[src/rtl/terminal_pkg.sv]
// terminal_pkg: shared constants and FSM state encoding for the Apple 1 display port
package terminal_pkg;
  localparam int ASCII_W = 7;
  localparam logic [ASCII_W-1:0] CR = 7'h0D;
  localparam int DEF_FIFO_DEPTH = 16;
  localparam int DEF_SETUP_CYCLES = 4;
  localparam int DEF_TIMEOUT_CYCLES = 1000000;
  typedef logic [2:0] state_t;
  localparam state_t IDLE = 3'd0;
  localparam state_t LOAD = 3'd1;
  localparam state_t SETUP = 3'd2;
  localparam state_t WAIT_ACK = 3'd3;
  localparam state_t WAIT_RDY = 3'd4;
endpackage

[src/rtl/display_port_driver_if.sv]
// display_port_driver_if: producer write port and terminal rd/da/rda handshake bundle
interface display_port_driver_if #(
  parameter int FIFO_DEPTH = terminal_pkg::DEF_FIFO_DEPTH
);
  logic                              wr_en;
  logic [terminal_pkg::ASCII_W-1:0]  wr_data;
  logic                              full;
  logic [$clog2(FIFO_DEPTH):0]       count;
  logic [7:1]                        rd;
  logic                              da;
  logic                              rda;
  logic                              busy;
  logic                              timeout;
  modport master (input wr_en, wr_data, rda, output full, count, rd, da, busy, timeout);
  modport slave (output wr_en, wr_data, rda, input full, count, rd, da, busy, timeout);
endinterface

[src/rtl/char_fifo.sv]
// char_fifo: single-clock first-word-fall-through FIFO with full flag and occupancy count
module char_fifo #(
  parameter int WIDTH = 7,
  parameter int DEPTH = 16
) (
  input  logic                     clk,
  input  logic                     rst_n,
  input  logic                     wr_en_i,
  input  logic [WIDTH-1:0]         wr_data_i,
  input  logic                     rd_en_i,
  output logic [WIDTH-1:0]         rd_data_o,
  output logic                     full_o,
  output logic [$clog2(DEPTH):0]   count_o
);
  localparam int AW = $clog2(DEPTH);
  localparam int CW = AW + 1;
  logic [WIDTH-1:0] mem_q [DEPTH];
  logic [AW-1:0] wptr_q, rptr_q;
  logic [CW-1:0] count_q;
  logic push, pop;
  assign full_o = count_q == CW'(DEPTH);
  assign push = wr_en_i && !full_o;
  assign pop = rd_en_i && count_q != '0;
  assign count_o = count_q;
  assign rd_data_o = mem_q[rptr_q];
  // power-of-two depth lets the pointers wrap by plain overflow
  always_ff @(posedge clk or negedge rst_n)
    if (!rst_n) begin
      wptr_q <= '0;
      rptr_q <= '0;
      count_q <= '0;
    end else begin
      if (push) wptr_q <= wptr_q + 1'b1;
      if (pop) rptr_q <= rptr_q + 1'b1;
      count_q <= count_q + CW'(push) - CW'(pop);
    end
  always_ff @(posedge clk)
    if (push) mem_q[wptr_q] <= wr_data_i;
endmodule

[src/rtl/display_port_driver.sv]
// display_port_driver: buffers ASCII characters and sends them to the Apple 1 terminal
// over the rd[7:1]/da/rda handshake, with data setup time and a per-phase timeout.
module display_port_driver import terminal_pkg::*; #(
  parameter int FIFO_DEPTH = DEF_FIFO_DEPTH,
  parameter int SETUP_CYCLES = DEF_SETUP_CYCLES,
  parameter int TIMEOUT_CYCLES = DEF_TIMEOUT_CYCLES
) (
  input logic clk,
  input logic rst_n,
  display_port_driver_if.master bus
);
  localparam int SW = SETUP_CYCLES > 1 ? $clog2(SETUP_CYCLES) : 1;
  localparam int TW = TIMEOUT_CYCLES > 1 ? $clog2(TIMEOUT_CYCLES) : 1;
  state_t state_q, state_d;
  logic [ASCII_W-1:0] rd_q, rd_d, head;
  logic da_q, da_d, tmo_pulse_q, tmo_pulse_d;
  logic [SW-1:0] set_q, set_d;
  logic [TW-1:0] tmo_q, tmo_d;
  logic rda_m_q, rda_s_q, tmo_hit, fifo_full;
  logic [$clog2(FIFO_DEPTH):0] fifo_count;
  char_fifo #(.WIDTH(ASCII_W), .DEPTH(FIFO_DEPTH)) u_fifo (
    .clk(clk),
    .rst_n(rst_n),
    .wr_en_i(bus.wr_en),
    .wr_data_i(bus.wr_data),
    .rd_en_i(state_q == LOAD),
    .rd_data_o(head),
    .full_o(fifo_full),
    .count_o(fifo_count)
  );
  assign tmo_hit = TIMEOUT_CYCLES != 0 && tmo_q == TW'(TIMEOUT_CYCLES - 1);
  always_comb begin
    state_d = state_q;
    rd_d = rd_q;
    da_d = da_q;
    set_d = set_q;
    tmo_pulse_d = 1'b0;
    tmo_d = (state_q == WAIT_ACK || state_q == WAIT_RDY) ? tmo_q + 1'b1 : '0;
    case (state_q)
      IDLE: if (fifo_count != '0 && rda_s_q) state_d = LOAD;
      LOAD: begin
        rd_d = head;
        set_d = SW'(SETUP_CYCLES - 1);
        state_d = SETUP;
      end
      SETUP: if (set_q == '0) begin
        da_d = 1'b1;
        state_d = WAIT_ACK;
      end else set_d = set_q - 1'b1;
      WAIT_ACK: if (!rda_s_q) begin
        da_d = 1'b0;
        state_d = WAIT_RDY;
      end else if (tmo_hit) begin
        da_d = 1'b0;
        tmo_pulse_d = 1'b1;
        state_d = IDLE;
      end
      WAIT_RDY: if (rda_s_q) state_d = IDLE;
      else if (tmo_hit) begin
        tmo_pulse_d = 1'b1;
        state_d = IDLE;
      end
      default: begin
        da_d = 1'b0;
        state_d = IDLE;
      end
    endcase
    if (state_d != state_q) tmo_d = '0;
  end
  // rda is asynchronous to clk; the FSM only ever looks at rda_s_q
  always_ff @(posedge clk or negedge rst_n)
    if (!rst_n) begin
      rda_m_q <= 1'b0;
      rda_s_q <= 1'b0;
      state_q <= IDLE;
      rd_q <= '0;
      da_q <= 1'b0;
      tmo_pulse_q <= 1'b0;
      set_q <= '0;
      tmo_q <= '0;
    end else begin
      rda_m_q <= bus.rda;
      rda_s_q <= rda_m_q;
      state_q <= state_d;
      rd_q <= rd_d;
      da_q <= da_d;
      tmo_pulse_q <= tmo_pulse_d;
      set_q <= set_d;
      tmo_q <= tmo_d;
    end
  assign bus.rd = rd_q;
  assign bus.da = da_q;
  assign bus.busy = state_q != IDLE;
  assign bus.timeout = tmo_pulse_q;
  assign bus.full = fifo_full;
  assign bus.count = fifo_count;
endmodule

[src/flat_wrapper.sv]
// flat-port wrapper written by rule: the top's interface ports become plain ports
module display_port_driver_flat import terminal_pkg::*;
#(
  parameter int FIFO_DEPTH = DEF_FIFO_DEPTH,
  parameter int SETUP_CYCLES = DEF_SETUP_CYCLES,
  parameter int TIMEOUT_CYCLES = DEF_TIMEOUT_CYCLES
)
  (clk, rst_n, bus_wr_en, bus_wr_data, bus_rda, bus_full, bus_count, bus_rd, bus_da, bus_busy, bus_timeout);
  display_port_driver_if #(.FIFO_DEPTH(FIFO_DEPTH)) bus_i ();
  input logic clk;
  input logic rst_n;
  input wire logic [$bits(bus_i.wr_en)-1:0] bus_wr_en;
  input wire logic [$bits(bus_i.wr_data)-1:0] bus_wr_data;
  input wire logic [$bits(bus_i.rda)-1:0] bus_rda;
  output wire logic [$bits(bus_i.full)-1:0] bus_full;
  output wire logic [$bits(bus_i.count)-1:0] bus_count;
  output wire logic [$bits(bus_i.rd)-1:0] bus_rd;
  output wire logic [$bits(bus_i.da)-1:0] bus_da;
  output wire logic [$bits(bus_i.busy)-1:0] bus_busy;
  output wire logic [$bits(bus_i.timeout)-1:0] bus_timeout;
  assign bus_i.wr_en = bus_wr_en;
  assign bus_i.wr_data = bus_wr_data;
  assign bus_i.rda = bus_rda;
  assign bus_full = bus_i.full;
  assign bus_count = bus_i.count;
  assign bus_rd = bus_i.rd;
  assign bus_da = bus_i.da;
  assign bus_busy = bus_i.busy;
  assign bus_timeout = bus_i.timeout;
  display_port_driver #(.FIFO_DEPTH(FIFO_DEPTH), .SETUP_CYCLES(SETUP_CYCLES), .TIMEOUT_CYCLES(TIMEOUT_CYCLES)) u_core (.clk(clk), .rst_n(rst_n), .bus(bus_i));
endmodule
[config.mk]
export PLATFORM = sky130hd
export DESIGN_NAME = display_port_driver_flat
export DESIGN_NICKNAME = d
export VERILOG_FILES = /design/src/rtl/terminal_pkg.sv /design/src/rtl/display_port_driver_if.sv /design/src/rtl/char_fifo.sv /design/src/rtl/display_port_driver.sv /design/src/flat_wrapper.sv
export SDC_FILE = /design/constraint.sdc
export NUM_CORES = 1
export LEC_CHECK = 0
export ABC_AREA = 0
export CELL_PAD_IN_SITES_DETAIL_PLACEMENT = 0
export CELL_PAD_IN_SITES_GLOBAL_PLACEMENT = 1
export CORE_MARGIN = 2
export CORE_UTILIZATION = 50
export CTS_CLUSTER_SIZE = 24
export DETAILED_ROUTE_END_ITERATION = 8
export PLACE_DENSITY = 0.81
export SYNTH_ARGS = -nofsm -noshare
export SYNTH_HDL_FRONTEND = slang
export SYNTH_SLANG_ARGS = --single-unit
[constraint.sdc]
create_clock -name clk -period 7.9 [get_ports clk]
set_clock_uncertainty 0.1 [all_clocks]
set_input_delay 2.37 -clock clk [delete_from_list [all_inputs] [get_ports clk]]
set_output_delay 2.37 -clock clk [all_outputs]
set_load 0.05 [all_outputs]
---- Word-level counts from Yosys, hierarchy flattened ----
Memories as Yosys holds them, arrays and structs flattened. A register that Yosys moved wholly into a read port is not among the register bits.
Index checks and enable logic that the tools add are counted.
cells by class
  bitwise logic cells ..................... 1
  $add $sub $neg .......................... 6
  equality and inequality tests ........... 10
  mux-type cells .......................... 20
  reductions and logical operators ........ 14
operators with widths
  operator                                                         number
  20-bit 2-to-1 mux                                                2
  20-bit by 1-bit adder with 20-bit output, second input constant  1
  20-bit == test, second input constant                            1
  3-bit 2-to-1 mux                                                 5
  3-bit case mux with 5 select lines                               1
  4-bit by 1-bit adder with 4-bit output, second input constant    2
  1-bit 2-to-1 mux                                                 8
  3-bit by 2-bit == test with 1-bit output, second input constant  2
  5-bit by 1-bit adder with 5-bit output                           1
  5-bit == test, second input constant                             1
  5-bit nonzero test                                               1
  5-bit by 1-bit subtractor with 5-bit output                      1
  2-bit case mux with 2 select lines                               1
  3-bit by 1-bit == test with 1-bit output, second input constant  1
  3-bit == test, second input constant                             1
  1-bit logical AND                                                3
  3-bit logical NOT                                                1
  3-bit inequality test                                            1
  3-bit inequality test, second input constant                     1
  1-bit case mux with 3 select lines                               1
  3-bit AND reduction                                              1
  3-bit nonzero test                                               1
  3-bit OR reduction                                               1
  1-bit logical NOT                                                2
  10 further kinds                                                 10
storage, ports and cells
  memory bits (writable) .................. 112
  word-level logic and storage cells ...... 62
  memories kept ........................... 1
  flip-flop bits (word level) ............. 42
  input port bits ......................... 11
memory list
  memory               depth  width  rd ports  clocked after memory_dff  wr ports  RTL line         RTL
  u_core.u_fifo.mem_q  16     7      1         1                         1         char_fifo.sv:17  logic [WIDTH-1:0] mem_q [DEPTH];

---- Longest topological paths before layout ----
  depth in word-level cells ............... 6
  mapped depth ............................ 15
  gate-level depth less buffers ........... 14

---- Cells and area by module ----
Synthesis repeated with hierarchy kept, for this count alone.
second synthesis, totals
  cell total of the unflattened synthesis .. 468
  area, all modules ....................... 7044.3 um^2
by module, submodules not included
  module               cells each  times used  area each (um^2)  sequential area each (um^2)
  char_fifo            291         1           5265.0            3688.5
  display_port_driver  177         1           1779.2            900.9

---- Worst setup path after synthesis ----
OpenSTA, ideal clock, no wires.
  path kind ............................... register to output
  from .................................... reg u_core.u_fifo.count_q[3], in the netlist u_core.u_fifo.count_o[3]
  to ...................................... out bus_full
  slack ................................... 3.029 ns
  arrival ................................. 2.401 ns
  cell stages (with the launch flop) ...... 4
  buffers on the path ..................... 0
  path through ............................ dfrtp_1 -> inv_1 -> ha_1 -> nor4bb_1
between the ends
  word-level cells in the longest chain between the ends .. 1
ends and longest elaborated chain
  element                 RTL line            RTL
  start, declared         char_fifo.sv:19     logic [CW-1:0] count_q;
  start signal, assigned  char_fifo.sv:35     count_q <= count_q + CW'(push) - CW'(pop);
  5-bit == test           char_fifo.sv:21     assign full_o = count_q == CW'(DEPTH);
  end, declared           flat_wrapper.sv:15  output wire logic [$bits(bus_i.full)-1:0] bus_full;
Every way passes these cells.

---- Final worst setup path ----
Same ends and word-level chain as after synthesis.

==> results.json <==
{
  "fin_util": 0.594,
  "synth_ff_type": "edfxtp_1",
  "globalplace.congestion": 0.787,
  "start_kind": "register",
  "worstHoldPathType": "register to register",
  "ant_nets": 0,
  "cp_max_fo": 3,
  "post_cts_resized": 0,
  "ctsHoldBuffers": 0,
  "syn_inst": 440,
  "netlist.area_leader.share": 0.495,
  "vias": 3729,
  "post-dp-hpwl_um": 8510,
  "yosysSeqAreaShare": 0.676,
  "drt_iter0_markers": 247,
  "fmax_ghz": 0.212,
  "ir_worst_vdd_v": 0.000265,
  "grt.overflow.total": 0,
  "htreeDepth": 4,
  "max_slew_margin": 0.178,
  "leakagePower_uw": 0.00280,
  "clk_pin_slew_worst_paths_ns": 0.07,
  "numCtsBuffers": 17,
  "ys_types": 48,
  "layout_common_cells": "edfxtp_1, dfrtp_1, nand2_1",
  "grt_pass1_wl_um": 20900,
  "cp.arrival_ns": 2.25,
  "synth_largest_area_cell": "edfxtp_1",
  "dr.pass1.iters": 4,
  "grt_pass1_vias": 3903,
  "die-area_mm2": 0.0145,
  "io_pins": 27,
  "core_area_mm2": 0.0132,
  "drv_cap": 0,
  "cts_tree": "yes",
  "synth_edf_count": 112,
  "portBuffers": 26,
  "avgSynthCellArea_um2": 15.4,
  "rsz0062_at_grt": "no",
  "yosys-top-cells-area": "edfxtp_1, dfrtp_1, mux4_2",
  "start_util": 0.513,
  "grt_use_total": 0.195,
  "worstSkewPairLatency_ns": 0.42,
  "antenna_found_initial": 0,
  "async_reset_ff_frac": 0.304,
  "fp.dieW_um": 121,
  "grt_max_degree": 50,
  "synth_area_mm2": 0.00679,
  "final_max_slew_viol_count": 0,
  "row_count": 42,
  "crit_path_end_kind": "output port",
  "remaining_drc_errors": 0,
  "syn_nets": 465,
  "finalHoldViolCount": 0,
  "status": "complete, no violations",
  "postCtsSetupBuffers": 0,
  "post-route-min-period_ns": 4.72,
  "setup_violations": 0,
  "layout.cells.non_filler": 660,
  "place_inst": 627,
  "required_ns": 5.43,
  "drive_above_1_share": 0.157,
  "diodes": 0,
  "nFillCells": 1029,
  "clk_path_buf_depth": 2,
  "whs_ns": 0.262,
  "layout_commonest_cell": "edfxtp_1",
  "via_per_inst": 5.65,
  "p_per_area_mw_per_mm2": 361,
  "setup_tns_ns": 0,
  "critPathKind": "register to output port",
  "syn_to_final_growth_pct": 15.7,
  "tightest_slew_ns": 1.22,
  "finalNetCount": 496,
  "totalPowerFinal_uw": 2840,
  "finalWirelength_um": 12900,
  "wl_per_cell_um": 19.6,
  "synth-seq-cells": 161,
  "chipHeight_um": 121,
  "cts_root_buf": "clkbuf_16",
  "finalCritPeriodShare": 0.598,
  "yosysWarnings": 0,
  "cts.sinks": 161
}
sequential cells by signal (all words and copies together), names as in the netlist, 2 cells and up:
name,cells
u_core.set_q,2
u_core.u_fifo.rptr_q,4
u_core.u_fifo.count_o,5
u_core.tmo_q,20
u_core.u_fifo.wptr_q,4
u_core.state_q,3
u_core.u_fifo.mem_q,112
u_core.bus.rd,7
worst paths after layout:
check	startpoint	end	slack, ns	cells after the start
min in group asynchronous	rst_n	u_core.tmo_q[5]	1.96	2
max reg2reg	u_core.u_fifo.count_o[3]	u_core.u_fifo.count_o[4]	4.39	13
max	u_core.u_fifo.count_o[3]	bus_full	3.18	4
min reg2reg	u_core.rda_m_q	u_core.rda_s_q	0.26	0
min	u_core.rda_m_q	u_core.rda_s_q	0.26	0
max in group asynchronous	rst_n	u_core.u_fifo.rptr_q[0]	5.29	2
per-layer routing:
layer	wire length, µm	track usage	share of wire
met1	5580	0.258	0.43
met2	6530	0.315	0.51
met3	653	0.0547	0.051
met4	156	0.0661	0.012
met5	0	0	0
cells by family after synthesis:
| kind of cell | after synthesis | synth area share |
|---|---|---|
| simple gates | 121 | 0.0954 |
| flops | 161 | 0.676 |
| buf+inv | 42 | 0.0243 |
| mux | 38 | 0.106 |
| xor+xnor | 22 | 0.0284 |
| fa+ha+maj | 14 | 0.0269 |
| compound gates | 42 | 0.0431 |
report_power, final:
group          internal (µW)  leakage, µW  switching, µW  total (µW)
logic                    371     0.000847            448         819
clock network            462     0.000307            380         842
registers               1030      0.00164            149        1180
total                   1870      0.00280            977        2840
critical path, stage by stage, from the launching register on:
cell,delay [ns]
dfrtp_1,0.41
inv_1,0.09
ha_1,0.16
nor4bb_1,0.31
clkdlybuf4s50_1,0.88
layout make-up:
| type | count | area [µm²] | share of cell area |
|---|---|---|---|
| Timing Repair Buffer | 32 | 298 | 0.0379 |
| Sequential cell | 161 | 4590 | 0.584 |
| Multi-Input combinational cell | 237 | 2040 | 0.259 |
| Clock buffer | 17 | 425 | 0.0541 |
| Clock inverter | 15 | 208 | 0.0264 |
| Inverter | 22 | 82.6 | 0.0105 |
| Tap cell | 176 | 220 | 0.0280 |
Yosys cell counts (4+ instances only):
| cell | n |
|---|---|
| dfrtp_1 | 49 |
| nor4_1 | 7 |
| xor2_1 | 9 |
| nor3_1 | 8 |
| a221o_1 | 6 |
| nor2_1 | 27 |
| nand2_1 | 29 |
| clkbuf_1 | 14 |
| o31ai_1 | 4 |
| or4_1 | 5 |
| inv_1 | 21 |
| and2_1 | 9 |
| buf_2 | 5 |
| mux2i_1 | 7 |
| edfxtp_1 | 112 |
| ha_1 | 13 |
| a21oi_1 | 12 |
| mux2_2 | 4 |
| o21ai_0 | 4 |
| mux4_2 | 27 |
| nand3_1 | 8 |
| xnor2_1 | 13 |
per-stage QoR:
step           worst slack, ns  instance area (µm²)
2_1_floorplan             3.03                 6790
3_3_place_gp              2.92                 7230
3_5_place_dp              2.84                 7230
4_1_cts                   3.13                 7860
5_1_grt                   3.05                 7860
6_report                  3.18                 7860
(Power assumes the default switching activity.)
